### config.mk
export PLATFORM = sky130hd
export DESIGN_NAME = uart_tx_cfg
export DESIGN_NICKNAME = d
export VERILOG_FILES = /design/src/rtl/uart_tx_cfg.sv
export SDC_FILE = /design/constraint.sdc
export NUM_CORES = 1
export LEC_CHECK = 0
export BUFFER_PORTS_ARGS = -buffer_cell sky130_fd_sc_hd__buf_4
export CORE_MARGIN = 5
export CORE_UTILIZATION = 43
export DETAILED_ROUTE_END_ITERATION = 10
export SLEW_MARGIN = 0
export SYNTH_ARGS = -nofsm -noshare
export SYNTH_HDL_FRONTEND = slang
export SYNTH_SLANG_ARGS = --single-unit
### constraint.sdc
create_clock -name clk -period 3.78 [get_ports clk]
set_clock_uncertainty 0.15 [all_clocks]
set_input_delay 0.189 -clock clk [delete_from_list [all_inputs] [get_ports clk]]
set_output_delay 0.189 -clock clk [all_outputs]
set_load 0.02 [all_outputs]
### src/rtl/uart_tx_cfg.sv
`default_nettype none
// ============================================================================
// Module   : uart_tx_cfg
// Brief    : Configurable UART transmitter. Sends DBIT data bits LSB first,
//            framed by a start bit, an optional even/odd parity bit and one
//            or two stop bits. Bit timing is taken from an external
//            oversampling tick (s_tick).
// Revision : 1.0 - initial release
// ============================================================================
module uart_tx_cfg #(
    parameter int DBIT       = 8,   // data bits per frame, 5..9
    parameter int OVERSAMPLE = 16,  // s_tick pulses per start/data/parity bit
    parameter int SB_TICK    = 16   // s_tick pulses per stop bit
) (
    input  logic            clk,
    input  logic            reset,        // asynchronous, active low
    input  logic            s_tick,
    input  logic            tx_start,
    input  logic [DBIT-1:0] din,
    input  logic [1:0]      parity_mode,
    input  logic            two_stop,
    output logic            tx,
    output logic            tx_done_tick,
    output logic            tx_busy
);

    // The tick counter is shared by every phase, so it must cover both the
    // longest data-type bit and a double-length stop phase.
    localparam int c_S_MAX = (OVERSAMPLE > 2*SB_TICK) ? OVERSAMPLE : 2*SB_TICK;
    localparam int c_S_W   = $clog2(c_S_MAX);
    localparam int c_N_W   = $clog2(DBIT);

    localparam logic [c_S_W-1:0] c_OS_LAST  = c_S_W'(OVERSAMPLE - 1);
    localparam logic [c_S_W-1:0] c_SB1_LAST = c_S_W'(SB_TICK - 1);
    localparam logic [c_S_W-1:0] c_SB2_LAST = c_S_W'(2*SB_TICK - 1);
    localparam logic [c_N_W-1:0] c_N_LAST   = c_N_W'(DBIT - 1);

    typedef enum logic [2:0] {
        ST_IDLE   = 3'd0,
        ST_START  = 3'd1,
        ST_DATA   = 3'd2,
        ST_PARITY = 3'd3,
        ST_STOP   = 3'd4
    } state_t;

    state_t             r_state,    w_state_next;
    logic [c_S_W-1:0]   r_s,        w_s_next;
    logic [c_N_W-1:0]   r_n,        w_n_next;
    logic [DBIT-1:0]    r_b,        w_b_next;
    logic               r_par,      w_par_next;
    logic               r_par_en,   w_par_en_next;
    logic               r_two_stop, w_two_stop_next;
    logic               r_tx,       w_tx_next;
    logic               w_done;
    logic [c_S_W-1:0]   w_stop_last;

    // State, counters, latched frame settings and the registered line output.
    always_ff @(posedge clk or negedge reset) begin
        if (!reset) begin
            r_state    <= ST_IDLE;
            r_s        <= '0;
            r_n        <= '0;
            r_b        <= '0;
            r_par      <= 1'b0;
            r_par_en   <= 1'b0;
            r_two_stop <= 1'b0;
            r_tx       <= 1'b1;
        end else begin
            r_state    <= w_state_next;
            r_s        <= w_s_next;
            r_n        <= w_n_next;
            r_b        <= w_b_next;
            r_par      <= w_par_next;
            r_par_en   <= w_par_en_next;
            r_two_stop <= w_two_stop_next;
            r_tx       <= w_tx_next;
        end
    end

    assign w_stop_last = r_two_stop ? c_SB2_LAST : c_SB1_LAST;

    // Next-state, counter and shift-register logic; the line level is derived
    // from the next state so tx only moves on the edge that ends a bit.
    always_comb begin
        w_state_next    = r_state;
        w_s_next        = r_s;
        w_n_next        = r_n;
        w_b_next        = r_b;
        w_par_next      = r_par;
        w_par_en_next   = r_par_en;
        w_two_stop_next = r_two_stop;
        w_done          = 1'b0;

        case (r_state)
            ST_IDLE: begin
                // Acceptance is immediate; it does not wait for a tick.
                if (tx_start) begin
                    w_state_next    = ST_START;
                    w_s_next        = '0;
                    w_n_next        = '0;
                    w_b_next        = din;
                    w_par_next      = (parity_mode == 2'b10) ? ~(^din) : (^din);
                    w_par_en_next   = (parity_mode == 2'b01) || (parity_mode == 2'b10);
                    w_two_stop_next = two_stop;
                end
            end
            ST_START: begin
                if (s_tick) begin
                    if (r_s == c_OS_LAST) begin
                        w_s_next     = '0;
                        w_state_next = ST_DATA;
                    end else begin
                        w_s_next = r_s + c_S_W'(1);
                    end
                end
            end
            ST_DATA: begin
                if (s_tick) begin
                    if (r_s == c_OS_LAST) begin
                        w_s_next = '0;
                        w_b_next = r_b >> 1;
                        w_n_next = r_n + c_N_W'(1);
                        if (r_n == c_N_LAST) begin
                            w_state_next = r_par_en ? ST_PARITY : ST_STOP;
                        end
                    end else begin
                        w_s_next = r_s + c_S_W'(1);
                    end
                end
            end
            ST_PARITY: begin
                if (s_tick) begin
                    if (r_s == c_OS_LAST) begin
                        w_s_next     = '0;
                        w_state_next = ST_STOP;
                    end else begin
                        w_s_next = r_s + c_S_W'(1);
                    end
                end
            end
            ST_STOP: begin
                // The done strobe is raised during the last stop tick so the
                // FIFO pop lands before the first IDLE cycle.
                if (s_tick) begin
                    if (r_s == w_stop_last) begin
                        w_s_next     = '0;
                        w_done       = 1'b1;
                        w_state_next = ST_IDLE;
                    end else begin
                        w_s_next = r_s + c_S_W'(1);
                    end
                end
            end
            default: begin
                w_state_next = ST_IDLE;
            end
        endcase

        case (w_state_next)
            ST_START:  w_tx_next = 1'b0;
            ST_DATA:   w_tx_next = w_b_next[0];
            ST_PARITY: w_tx_next = w_par_next;
            default:   w_tx_next = 1'b1;
        endcase
    end

    assign tx           = r_tx;
    assign tx_done_tick = w_done;
    assign tx_busy      = (r_state != ST_IDLE);

endmodule
`default_nettype wire

---- Word level (Yosys, flattened, before mapping) ----
Cells that the tools add are included.
storage, ports and cells
  register bits ........................... 23
  bits in latches ......................... 0
  memory bits (writable) .................. 0
  ROM bits ................................ 0
  bits of input ports ..................... 15
  output and inout bits ................... 3
  logic and storage cells ................. 73
  memories ................................ 0
operators by class
  $add $sub $neg .......................... 2
  multipliers ............................. 0
  divide/modulo/power cells ............... 0
  magnitude comparators ................... 0
  eq/ne operators ......................... 17
  shift operators ......................... 0
  muxes and demuxes ....................... 34
  bitwise gates (word level) .............. 1
  reductions and logical operators ........ 10
operators with widths
  kind                   number
  $mux W3                14
  $mux W5                6
  $mux W8                3
  $pmux W8 S2            1
  $pmux W3 S5            1
  $pmux W5 S3            1
  $eq A3 B2 Y1 const B   4
  $ne A2 B2 Y1 const B   4
  $reduce_and A4 Y1      2
  $reduce_xor A8 Y1      1
  $eq A3 B1 Y1 const B   2
  $eq A3 B3 Y1 const B   2
  $mux W1                6
  $pmux W3 S2            1
  $reduce_bool A3 Y1     2
  $add A5 B1 Y5 const B  1
  $eq A5 B4 Y1 const B   1
  $eq A5 B5 Y1           1
  $add A3 B1 Y3 const B  1
  $logic_not A3 Y1       1
  $pmux W1 S3            1
  $reduce_or A3 Y1       1
  $eq A2 B1 Y1 const B   1
  $eq A2 B2 Y1 const B   1
  5 further kinds        5

---- Depth between registers and ports, before layout ----
Gate-level depths: netlist of the first run.
  word-level depth ........................ 7
  mapped depth ............................ 10
  mapped depth without buffers ............ 9

---- Worst setup path after synthesis of the first run ----
Ideal clock, no wire load.
  kind .................................... register -> register
  start ................................... register r_s[0]
  end ..................................... register r_tx, in the netlist tx
  setup time .............................. 0.073 ns
  arrival ................................. 1.692 ns
  required time ........................... 3.557 ns
  setup slack ............................. 1.865 ns
  stages on the path, launching flop included .. 10
  path buffers ............................ 0
  period minus slack after synthesis ...... 1.915 ns
  cells stage by stage .................... dfrtp_1 -> ha_1 -> nand3_1 -> inv_1 -> ha_1 -> nand2_1 -> nor2_1 -> o311ai_0 -> inv_1 -> o2bb2ai_1
between the ends
  cells in the longest elaborated chain, start to end .. 6
  elaborated cells on any way between the ends .. 18
  classes of those cells .................. 5 x eq/ne; 13 x mux
ends and longest elaborated chain
  element                                       line  source
  start: declaration                            47    logic [c_S_W-1:0] r_s, w_s_next;
  start signal: assignment                      70    r_s <= w_s_next;
  $eq A5 B5 Y1 or $eq A5 B4 Y1 (tied branches)  -
  $mux W3 (on tied branches) (2 in a row)       -
  $pmux W3 S5 (*)                               94    case (r_state)
  named net w_state_next[0]                     46    state_t r_state, w_state_next;
  $eq A3 B2 Y1 or $eq A3 B1 Y1 (tied branches)  159   case (w_state_next)
  $pmux W1 S3 (*)                               159
  named net w_tx_next                           53    logic r_tx, w_tx_next;
  end signal: assignment                        76    r_tx <= w_tx_next;
  end: declaration                              53
Mark *: on every way through the listed nets, which the timed path passes. The rest lies on a longest branch. The select of a mux whose other input is x is not followed.
A chain may end at the register's enable or synchronous reset.

---- Worst setup path in the final report of the first run ----
  start ................................... register r_s[0]
  end ..................................... register r_b[6]
between the ends
  cells in the longest elaborated chain, start to end .. 3
ends and longest elaborated chain
  element                             line  source
  $eq A5 B4 Y1                        119   if (r_s == c_OS_LAST) begin
  $ne A2 B2 Y1 (no source line)       -
  $reduce_and A4 Y1 (no source line)  -
  end signal: assignment              72    r_b <= w_b_next;
  end: declaration                    49    logic [DBIT-1:0] r_b, w_b_next;
Every way passes these cells.

==> flow_summary.json, run 1 <==
{
  "status": "finished, final reports clean",
  "tightest_slew_ns": 1.077,
  "grt_usage": 0.1597,
  "drive_above_1_share": 0.1750,
  "finalWirelength_mm": 2.898,
  "drc": 0,
  "diodes": 0,
  "finalCritPeriodShare": 0.6867,
  "path_clk_slew_ns": 0.13,
  "startpoint_type": "register",
  "dp_hpwl_mm": 2.100,
  "clock-root-buffer": "clkbuf_4",
  "maxCapViolCount": 0,
  "ys_ff_latch": 23,
  "antenna_found_initial": 0,
  "peakVddDrop_mv": 0.2564,
  "r2r_cells": 9,
  "cts_tree": "yes",
  "worstPathArrival_ns": 2.71,
  "syn_avg_cell_area_um2": 9.927,
  "slew_violations": 0,
  "worst_slack_ns": 1.184,
  "fin_area_um2": 1609,
  "critPathKind": "register to register",
  "yosys_warnings": 0,
  "ctsHoldBuffers": 9,
  "clkSinkCount": 23,
  "grt_max_degree": 24,
  "cts_max_level": 1,
  "min_path_type": "input port to register",
  "finalNetCount": 183,
  "finalHoldViolations": 0,
  "synth_fp_nets": 158,
  "synth_edf_count": 0,
  "fmax_mhz": 385.2,
  "crit_chain": "ha_1, nand3_1, inv_1, ha_1, nand2_1, nor2_1, o21ai_0, a222oi_1, inv_1",
  "yosysUniqueCellTypes": 41,
  "slowest_delay_ns": 0.83,
  "dp_cells": 191,
  "crit_required_ns": 3.90,
  "final_core_util": 0.5314,
  "num_vias": 1092,
  "min_to": "r_par_en",
  "die_w_um": 66.03,
  "grt_pass1_vias": 1161,
  "drtAntennaViolNets": 0,
  "crit_fanout": 11,
  "synth_top_flop_cell": "dfrtp_1",
  "cts_max_path_buffers": 2,
  "hp-start": "parity_mode[1]",
  "die_h_um": 66.03,
  "reg2reg_from": "r_s[0]",
  "final-setup-viol-count": 0,
  "dpl_worst_slack_ns": 1.210,
  "rows": 20,
  "post_drt_wl_per_cell_um": 14.21,
  "netlist_instances": 136,
  "critPathSlowestCell": "o21ai_0",
  "drt_iter0_drc": 49,
  "post_cts_buffers": 0,
  "grt_pass1_wl_mm": 5.368,
  "avgViaCountPerCell": 5.353,
  "rsz0062_at_grt": "false",
  "p_leak_nw": 0.7586,
  "seq_area_frac_synth": 0.4272,
  "p_per_area_nw_per_um2": 564.9,
  "core_region_area_um2": 3028,
  "min_period_ns": 2.596,
  "io_pins": 18,
  "gp_congestion": 0.8373,
  "clkLatencyLatePin_ns": 0.32,
  "syn2layout_area_growth_pct": 19.18,
  "path_buf_inv": 2,
  "fin_cells": 204,
  "r2r_slack_ns": 1.18,
  "fin_tns_setup_ns": 0,
  "numCtsBuffers": 3,
  "gr-total-overflow": 0,
  "port_buffers": 17,
  "whs_ns": 0.006572,
  "crit-reg2reg-capture": "r_b[6]",
  "start_util": 0.4459,
  "crit_path_end_kind": "register",
  "finalPower_mw": 0.9090,
  "drt-pass1-iter-count": 5,
  "die_area_um2": 4360,
  "syn_area_um2": 1350,
  "async_flop_share": 1.000,
  "place_area_um2": 1491,
  "cts_resized": 0,
  "hold_depth": 3,
  "crit_family": "compound AO/OA/AOI/OAI gates",
  "maxSlewHeadroom": 0.2741
}
## sequential cells by signal, summed over array words and instances (netlist names)
name        cells
r_par_en        1
r_state         3
r_s             5
tx              1
r_b             8
r_n             3
r_par           1
r_two_stop      1
## tightest hold or removal path, delay by kind of cell
kind | cells | cell delay [ns]
buffers and inverters | 1 | 0.08
AOI/OAI and AO/OA | 1 | 0.07
adders and majority gates | 1 | 0.10
## routing by layer
metal / GRT usage / wire length [µm]
met1: 0.1904 / 1183
met2: 0.2816 / 1487
met3: 0.03231 / 178
met4: 0.05838 / 49
met5: 0 / 0
## kinds of logic after synthesis
kind of cell / synth area share
simple gates: 0.1678
compound gates: 0.1881
flops: 0.4273
buf+inv: 0.06672
xor+xnor: 0.06209
fa+ha+maj: 0.06487
mux: 0.02317
## where the power goes
group,internal (mW),leakage (nW),switching (mW)
registers,0.347,0.276,0.0976
logic,0.173,0.465,0.175
clock network,0.0397,0.0177,0.0764
total,0.560,0.759,0.349
## cell usage after synthesis, types with 4 or more instances
master | n | area [µm²]
dfrtp_1 | 22 | 550.5
nand2_1 | 14 | 52.55
inv_1 | 13 | 48.80
nor2_1 | 12 | 45.04
ha_1 | 7 | 87.58
a222oi_1 | 6 | 60.06
nand3_1 | 6 | 30.03
o21ai_0 | 5 | 25.02
o21ai_1 | 4 | 20.02
xnor2_1 | 4 | 35.03
## area by class of cell
type / instances / area [µm²]
clock buffer: 3 / 22.52
timing repair buffer: 26 / 217.7
clock inverter: 1 / 5.005
sequential: 23 / 576.8
inverter: 13 / 48.80
fill: 288 / 1419
tap: 44 / 55.05
multi-input combinational: 94 / 683.2
## worst max path at each step
stage                       from     end  depth (start not counted)
after floorplan           r_s[0]      tx                          9
after global placement    r_s[0]  r_n[0]                          8
after detailed placement  r_s[0]  r_n[2]                          8
after CTS                 r_s[0]  r_n[2]                          8
after global routing      r_s[0]  r_b[6]                          9
final                     r_s[0]  r_b[6]                          9
## layout by cell type (no fill, tap or decap), drive strengths merged, types with 3 or more instances in the layout
master       Yosys  final
dlygate4sd3      0      9
xnor2            4      4
nand2           14     14
nor2            12     12
buf              5     17
clkbuf           1      3
xor2             3      3
a21oi            3      3
o21ai           10     10
dfrtp           22     22
nor3             4      4
a222oi           6      6
ha               7      7
nand3            6      6
inv             13     13
(Power assumes the default switching activity.)
==> run 2: changes to the inputs <==
--- a/config.mk
+++ b/config.mk
@@ -5,6 +5,7 @@
 export SDC_FILE = /design/constraint.sdc
 export NUM_CORES = 1
 export LEC_CHECK = 0
+export ABC_AREA = 1
 export BUFFER_PORTS_ARGS = -buffer_cell sky130_fd_sc_hd__buf_4
 export CORE_MARGIN = 5
 export CORE_UTILIZATION = 43
==> constraint.sdc (replaced) <==
create_clock -name clk -period 2.2 [get_ports clk]
set_clock_uncertainty 0.15 [all_clocks]
set_input_delay 0.11 -clock clk [delete_from_list [all_inputs] [get_ports clk]]
set_output_delay 0.11 -clock clk [all_outputs]
set_load 0.02 [all_outputs]
==> flow_summary.json, run 2 <==
{
  "status": "finished, final reports clean",
  "diodes": 0,
  "maxCapViolCount": 0,
  "core_region_area_um2": 3284,
  "post_cts_buffers": 0,
  "peakVddDrop_mv": 0.5657,
  "cts_max_path_buffers": 2,
  "maxSlewHeadroom": 0.7188,
  "crit_fanout": 5,
  "yosysUniqueCellTypes": 35,
  "cts_tree": "yes",
  "p_per_area_nw_per_um2": 930.8,
  "synthTopCellsByCount": "nand2_1 (61), dfrtp_1 (22), inv_1 (22)",
  "yosys-top-cells-area": "dfrtp_1 (38%), nand2_1 (16%), ha_1 (6.1%)",
  "gp_congestion": 0.8939,
  "async_flop_share": 1.000,
  "start_util": 0.4366,
  "fin_cells": 262,
  "drc": 0,
  "numCtsBuffers": 3,
  "hp-start": "s_tick",
  "synth_top_flop_cell": "dfrtp_1",
  "clkLatencyLatePin_ns": 0.31,
  "critPathKind": "register to register",
  "drtAntennaViolNets": 0,
  "avgViaCountPerCell": 4.855,
  "tightest_slew_ns": 0.4218,
  "dpl_worst_slack_ns": -0.009662,
  "gr-total-overflow": 0,
  "path_clk_slew_ns": 0.13,
  "finalHoldViolations": 0,
  "reg2reg_from": "r_s[0]",
  "rows": 21,
  "netlist_instances": 186,
  "p_leak_nw": 0.8906,
  "drt_iter0_drc": 82,
  "endpoint": "tx",
  "min_path_type": "input port to register",
  "finalPower_mw": 1.629,
  "final_cell_mix": "nand2_1 (61), inv_1 (22), dfrtp_1 (22)",
  "fin_area_um2": 1750,
  "crit_required_ns": 2.31,
  "die_area_um2": 4589,
  "seq_power_share": 0.427,
  "grt_pass1_vias": 1277,
  "crit_path_end_kind": "register",
  "slew_violations": 0,
  "whs_ns": 0.01932,
  "antenna_found_initial": 0,
  "grt_max_degree": 24,
  "port_buffers": 17,
  "synth_edf_count": 0,
  "syn_avg_cell_area_um2": 7.709,
  "switching_power_mw": 0.6671,
  "yosysTopAreaCell": "dfrtp_1",
  "r2r_slack_ns": 0.18,
  "setup.worst_path.start": "r_s[0]",
  "fmax_mhz": 494.7,
  "dp_hpwl_mm": 2.407,
  "drt-pass1-iter-count": 2,
  "switching_share": 0.4095,
  "synth.top_cell.area_share": 0.3839,
  "final-setup-viol-count": 0,
  "clkSinkCount": 23,
  "regMostFlops": "r_b",
  "seq_area_frac_synth": 0.4023,
  "worst_slack_ns": 0.1786,
  "num_vias": 1272,
  "p_int_mw": 0.9621,
  "grt_usage": 0.1509,
  "die_h_um": 67.75,
  "drive_above_1_share": 0.2083,
  "finalNetCount": 239,
  "rsz0062_at_grt": "false",
  "clock-root-buffer": "clkbuf_4",
  "place_area_um2": 1610,
  "pwr-share-clk": 0.120,
  "p_comb_frac": 0.453,
  "post_drt_wl_per_cell_um": 11.75,
  "finalCritPeriodShare": 0.9188,
  "synth_fp_nets": 208,
  "final_core_util": 0.5330,
  "worstPathArrival_ns": 2.13,
  "yosys_warnings": 0,
  "r2r_cells": 12,
  "startpoint_type": "register",
  "grt_pass1_wl_mm": 5.237,
  "min_period_ns": 2.021,
  "io_pins": 18,
  "final_common_cell": "nand2_1",
  "die_w_um": 67.75,
  "cts_max_level": 1,
  "dp_cells": 248,
  "fin_tns_setup_ns": 0,
  "yosysMostFrequentCell": "nand2_1",
  "crit-reg2reg-capture": "tx",
  "largest_register_ffs": 8,
  "syn_area_um2": 1434,
  "top_regs": "r_b: 8 flops, r_s: 5 flops",
  "syn2layout_area_growth_pct": 22.08,
  "ys_ff_latch": 23,
  "finalWirelength_mm": 3.078
}
run 2: changes by cell type in the layout (fill, tap and decap cells not counted), moves of 4 or more:
cell	previous run	this run
nor2_1	12	8
inv_2	0	5
o211ai_1	0	6
a222oi_1	6	0
inv_1	13	22
nand3_2	0	4
nand2_1	14	61
run 2: kinds of logic (layout without fill, tap and decap cells):
kind of cell               after synthesis  after routing  share of synthesized area
and+or+nand+nor                         92             92                     0.2819
buffers and inverters                   31             61                    0.08900
AOI/OAI and AO/OA                       30             30                     0.1475
DFF                                     23             23                     0.4023
adders and majority gates                7              7                    0.06108
xor gates and xnor gates                 3              3                    0.01833
run 2: timing repair:
item	4_1_cts	5_1_grt
hold endpoints to repair	32	0
hold buffers	10	0
setup endpoints to repair	8	8
gates resized for setup	1	3
run 2: layout make-up:
class                      instances  area [µm²]
fill                             323        1534
multi-input combinational        132       743.2
sequential                        23       576.8
timing repair buffer              28       235.2
inverter                          29       111.4
tap                               46       57.56
clock buffer                       4       26.28
run 2: metal layers:
| layer | part of all wire | track usage | vias up |
|---|---|---|---|
| li1 | - | - | 667 |
| met1 | 0.47 | 0.1813 | 577 |
| met2 | 0.47 | 0.2576 | 20 |
| met3 | 0.036 | 0.02163 | 8 |
| met4 | 0.020 | 0.08101 | 0 |
| met5 | 0 | 0 | - |
run 2: power groups by stage:
stage          Clock, mW  Sequential [mW]  Combinational (mW)
3_5_place_dp           0            0.703               0.713
5_1_grt            0.214            0.710               0.837
3_3_place_gp           0            0.695               0.686
6_report           0.196            0.695               0.739
2_1_floorplan          0            0.679               0.550
4_1_cts            0.206            0.694               0.735
run 2: worst max-delay path: stages, from the launching register on:
cell     delay (ns)
dfrtp_1        0.40
ha_1           0.20
nand2_1        0.11
nor2_4         0.14
ha_2           0.21
nand2_1        0.08
inv_2          0.11
nand4_1        0.17
nand3_2        0.14
nand2_1        0.06
inv_1          0.06
nand3_2        0.07
nand3_2        0.05
run 2: how the worst min path moves through the flow:
| stage | to | slack [ns] | cells past startpoint |
|---|---|---|---|
| CTS | r_state[2] | 0.009 | 4 |
| detailed placement | r_s[2] | -0.13 | 1 |
| global route | r_state[2] | 0.01 | 4 |
| global placement | r_s[3] | -0.13 | 1 |
| floorplan | r_b[0] | -0.34 | 0 |
| finish | r_state[2] | 0.02 | 4 |
==> run 3: changes to the inputs <==
--- a/config.mk
+++ b/config.mk
@@ -8,8 +8,9 @@
 export ABC_AREA = 1
 export BUFFER_PORTS_ARGS = -buffer_cell sky130_fd_sc_hd__buf_4
 export CORE_MARGIN = 5
-export CORE_UTILIZATION = 43
+export CORE_UTILIZATION = 51
 export DETAILED_ROUTE_END_ITERATION = 10
+export PLACE_DENSITY = 0.74
 export SLEW_MARGIN = 0
 export SYNTH_ARGS = -nofsm -noshare
 export SYNTH_HDL_FRONTEND = slang
==> flow_summary.json, run 3 (synthesized netlist as in run 2, its figures left out) <==
{
  "crit_required_ns": 2.30,
  "worstPathArrival_ns": 2.08,
  "io_pins": 18,
  "port_buffers": 17,
  "dp_hpwl_mm": 2.271,
  "die_w_um": 63.03,
  "finalHoldViolations": 0,
  "cts_tree": "yes",
  "grt_usage": 0.1677,
  "finalPower_mw": 1.615,
  "gr-total-overflow": 0,
  "drt_iter0_drc": 46,
  "multiInputGateArea_um2": 738.2,
  "top_regs": "r_b: 8 flops, r_s: 5 flops",
  "status": "finished, final reports clean",
  "crit_family": "simple AND/OR/NAND/NOR gates",
  "drt-pass1-iter-count": 4,
  "largest_register_ffs": 8,
  "post_cts_buffers": 0,
  "whs_ns": 0.01251,
  "antenna_found_initial": 0,
  "rows": 19,
  "slowest_delay_ns": 0.39,
  "post_drt_wl_per_cell_um": 11.94,
  "start_util": 0.5245,
  "path_buf_inv": 2,
  "syn2layout_area_growth_pct": 20.42,
  "path_clk_slew_ns": 0.12,
  "maxSlewHeadroom": 0.7185,
  "grt_pass1_vias": 1300,
  "diodes": 0,
  "peakVddDrop_mv": 0.7794,
  "register_area_um2": 576.8,
  "tightest_slew_ns": 0.4222,
  "finalNetCount": 239,
  "finalWirelength_mm": 2.949,
  "numCtsBuffers": 3,
  "drive_above_1_share": 0.2083,
  "finalCritPeriodShare": 0.8994,
  "num_vias": 1276,
  "die_h_um": 63.03,
  "die_area_um2": 3972,
  "gp_congestion": 0.8954,
  "p_leak_nw": 0.8903,
  "critPathSlowestCell": "dfrtp_1",
  "cts_max_path_buffers": 2,
  "final_cell_mix": "nand2_1 (61), inv_1 (22), dfrtp_1 (22)",
  "crit_path_end_kind": "register",
  "grt_max_degree": 24,
  "fmax_mhz": 505.4,
  "rsz0062_at_grt": "false",
  "core_region_area_um2": 2734,
  "crit_fanout": 5,
  "startpoint_type": "register",
  "final-setup-viol-count": 0,
  "critPathKind": "register to register",
  "avgViaCountPerCell": 5.166,
  "slew_violations": 0,
  "clkLatencyLatePin_ns": 0.30,
  "p_per_area_nw_per_um2": 935.4,
  "min_path_type": "input port to register",
  "clock-root-buffer": "clkbuf_4",
  "regMostFlops": "r_b",
  "clkSinkCount": 23,
  "min_period_ns": 1.979,
  "drtAntennaViolNets": 0,
  "n_fill_cell": 227,
  "final_common_cell": "nand2_1",
  "fin_tns_setup_ns": 0,
  "cts_max_level": 1,
  "maxCapViolCount": 0,
  "drc": 0,
  "crit_chain": "ha_1, nand2_1, nor2_2, ha_2, nand2_1, inv_2, nand4_1, nand3_2, nand2_1, inv_1, nand3_2, nand3_2",
  "grt_pass1_wl_mm": 5.506
}
## run 3: cell types whose count changed in the layout (fill, tap and decap cells not counted)
cell    previous run  this run
nor2_4             1         0
nor2_2             3         4
## run 3: path summary, 6_finish.rpt
kind                       startpoint  endpoint  slack, ns  cells after the start
hold / removal                 din[1]    r_b[1]       0.01                      3
hold reg to reg                r_n[0]    r_n[0]       0.36                      1
min in group asynchronous       reset    r_s[3]       0.06                      2
setup reg to reg               r_s[1]        tx       0.22                     12
max in group asynchronous       reset        tx       1.55                      2
setup / recovery               r_s[1]        tx       0.22                     12
## run 3: through the flow
stage	setup WS (ns)	util	std cells	cell area [µm²]
2_1_floorplan	0.3404	-	186	1434
3_3_place_gp	0.09564	0.5822	233	1592
3_5_place_dp	-0.004775	0.5822	233	1592
4_1_cts	0.1577	0.6297	247	1722
5_1_grt	0.01262	0.6316	247	1727
6_report	0.2214	0.6316	247	1727
## run 3: layout make-up
class / count / share of cell area
sequential: 23 / 0.3341
timing repair buffer: 28 / 0.1362
tap: 31 / 0.02246
clock buffer: 4 / 0.01522
inverter: 29 / 0.06449
multi-input combinational: 132 / 0.4275
## run 3: worst reg2reg max path: stages, from the launching register on
cell and delay, ns:
dfrtp_1 0.39, ha_1 0.19, nand2_1 0.09, nor2_2 0.16, ha_2 0.23, nand2_1 0.08, inv_2 0.11, nand4_1 0.14
nand3_2 0.13, nand2_1 0.06, inv_1 0.06, nand3_2 0.07, nand3_2 0.06
## run 3: timing repair
action | 4_1_cts | 5_1_grt
endpoints found under the setup margin | 8 | 5
hold buffers | 10 | 0
hold endpoints to repair | 32 | 0
resized for setup | 1 | 2
## run 3: power breakdown
group	leakage, nW	switching (mW)	internal (mW)
Sequential	0.289	0.104	0.585
Combinational	0.587	0.429	0.308
Clock	0.0150	0.120	0.0706
Total	0.890	0.652	0.963
## run 3: per-layer routing
layer,up-vias,wire length (µm),track usage
met3,4,151,0.02878
met1,579,1322,0.2130
met5,-,0,0
met4,0,33,0.05570
li1,663,-,-
met2,30,1442,0.2846
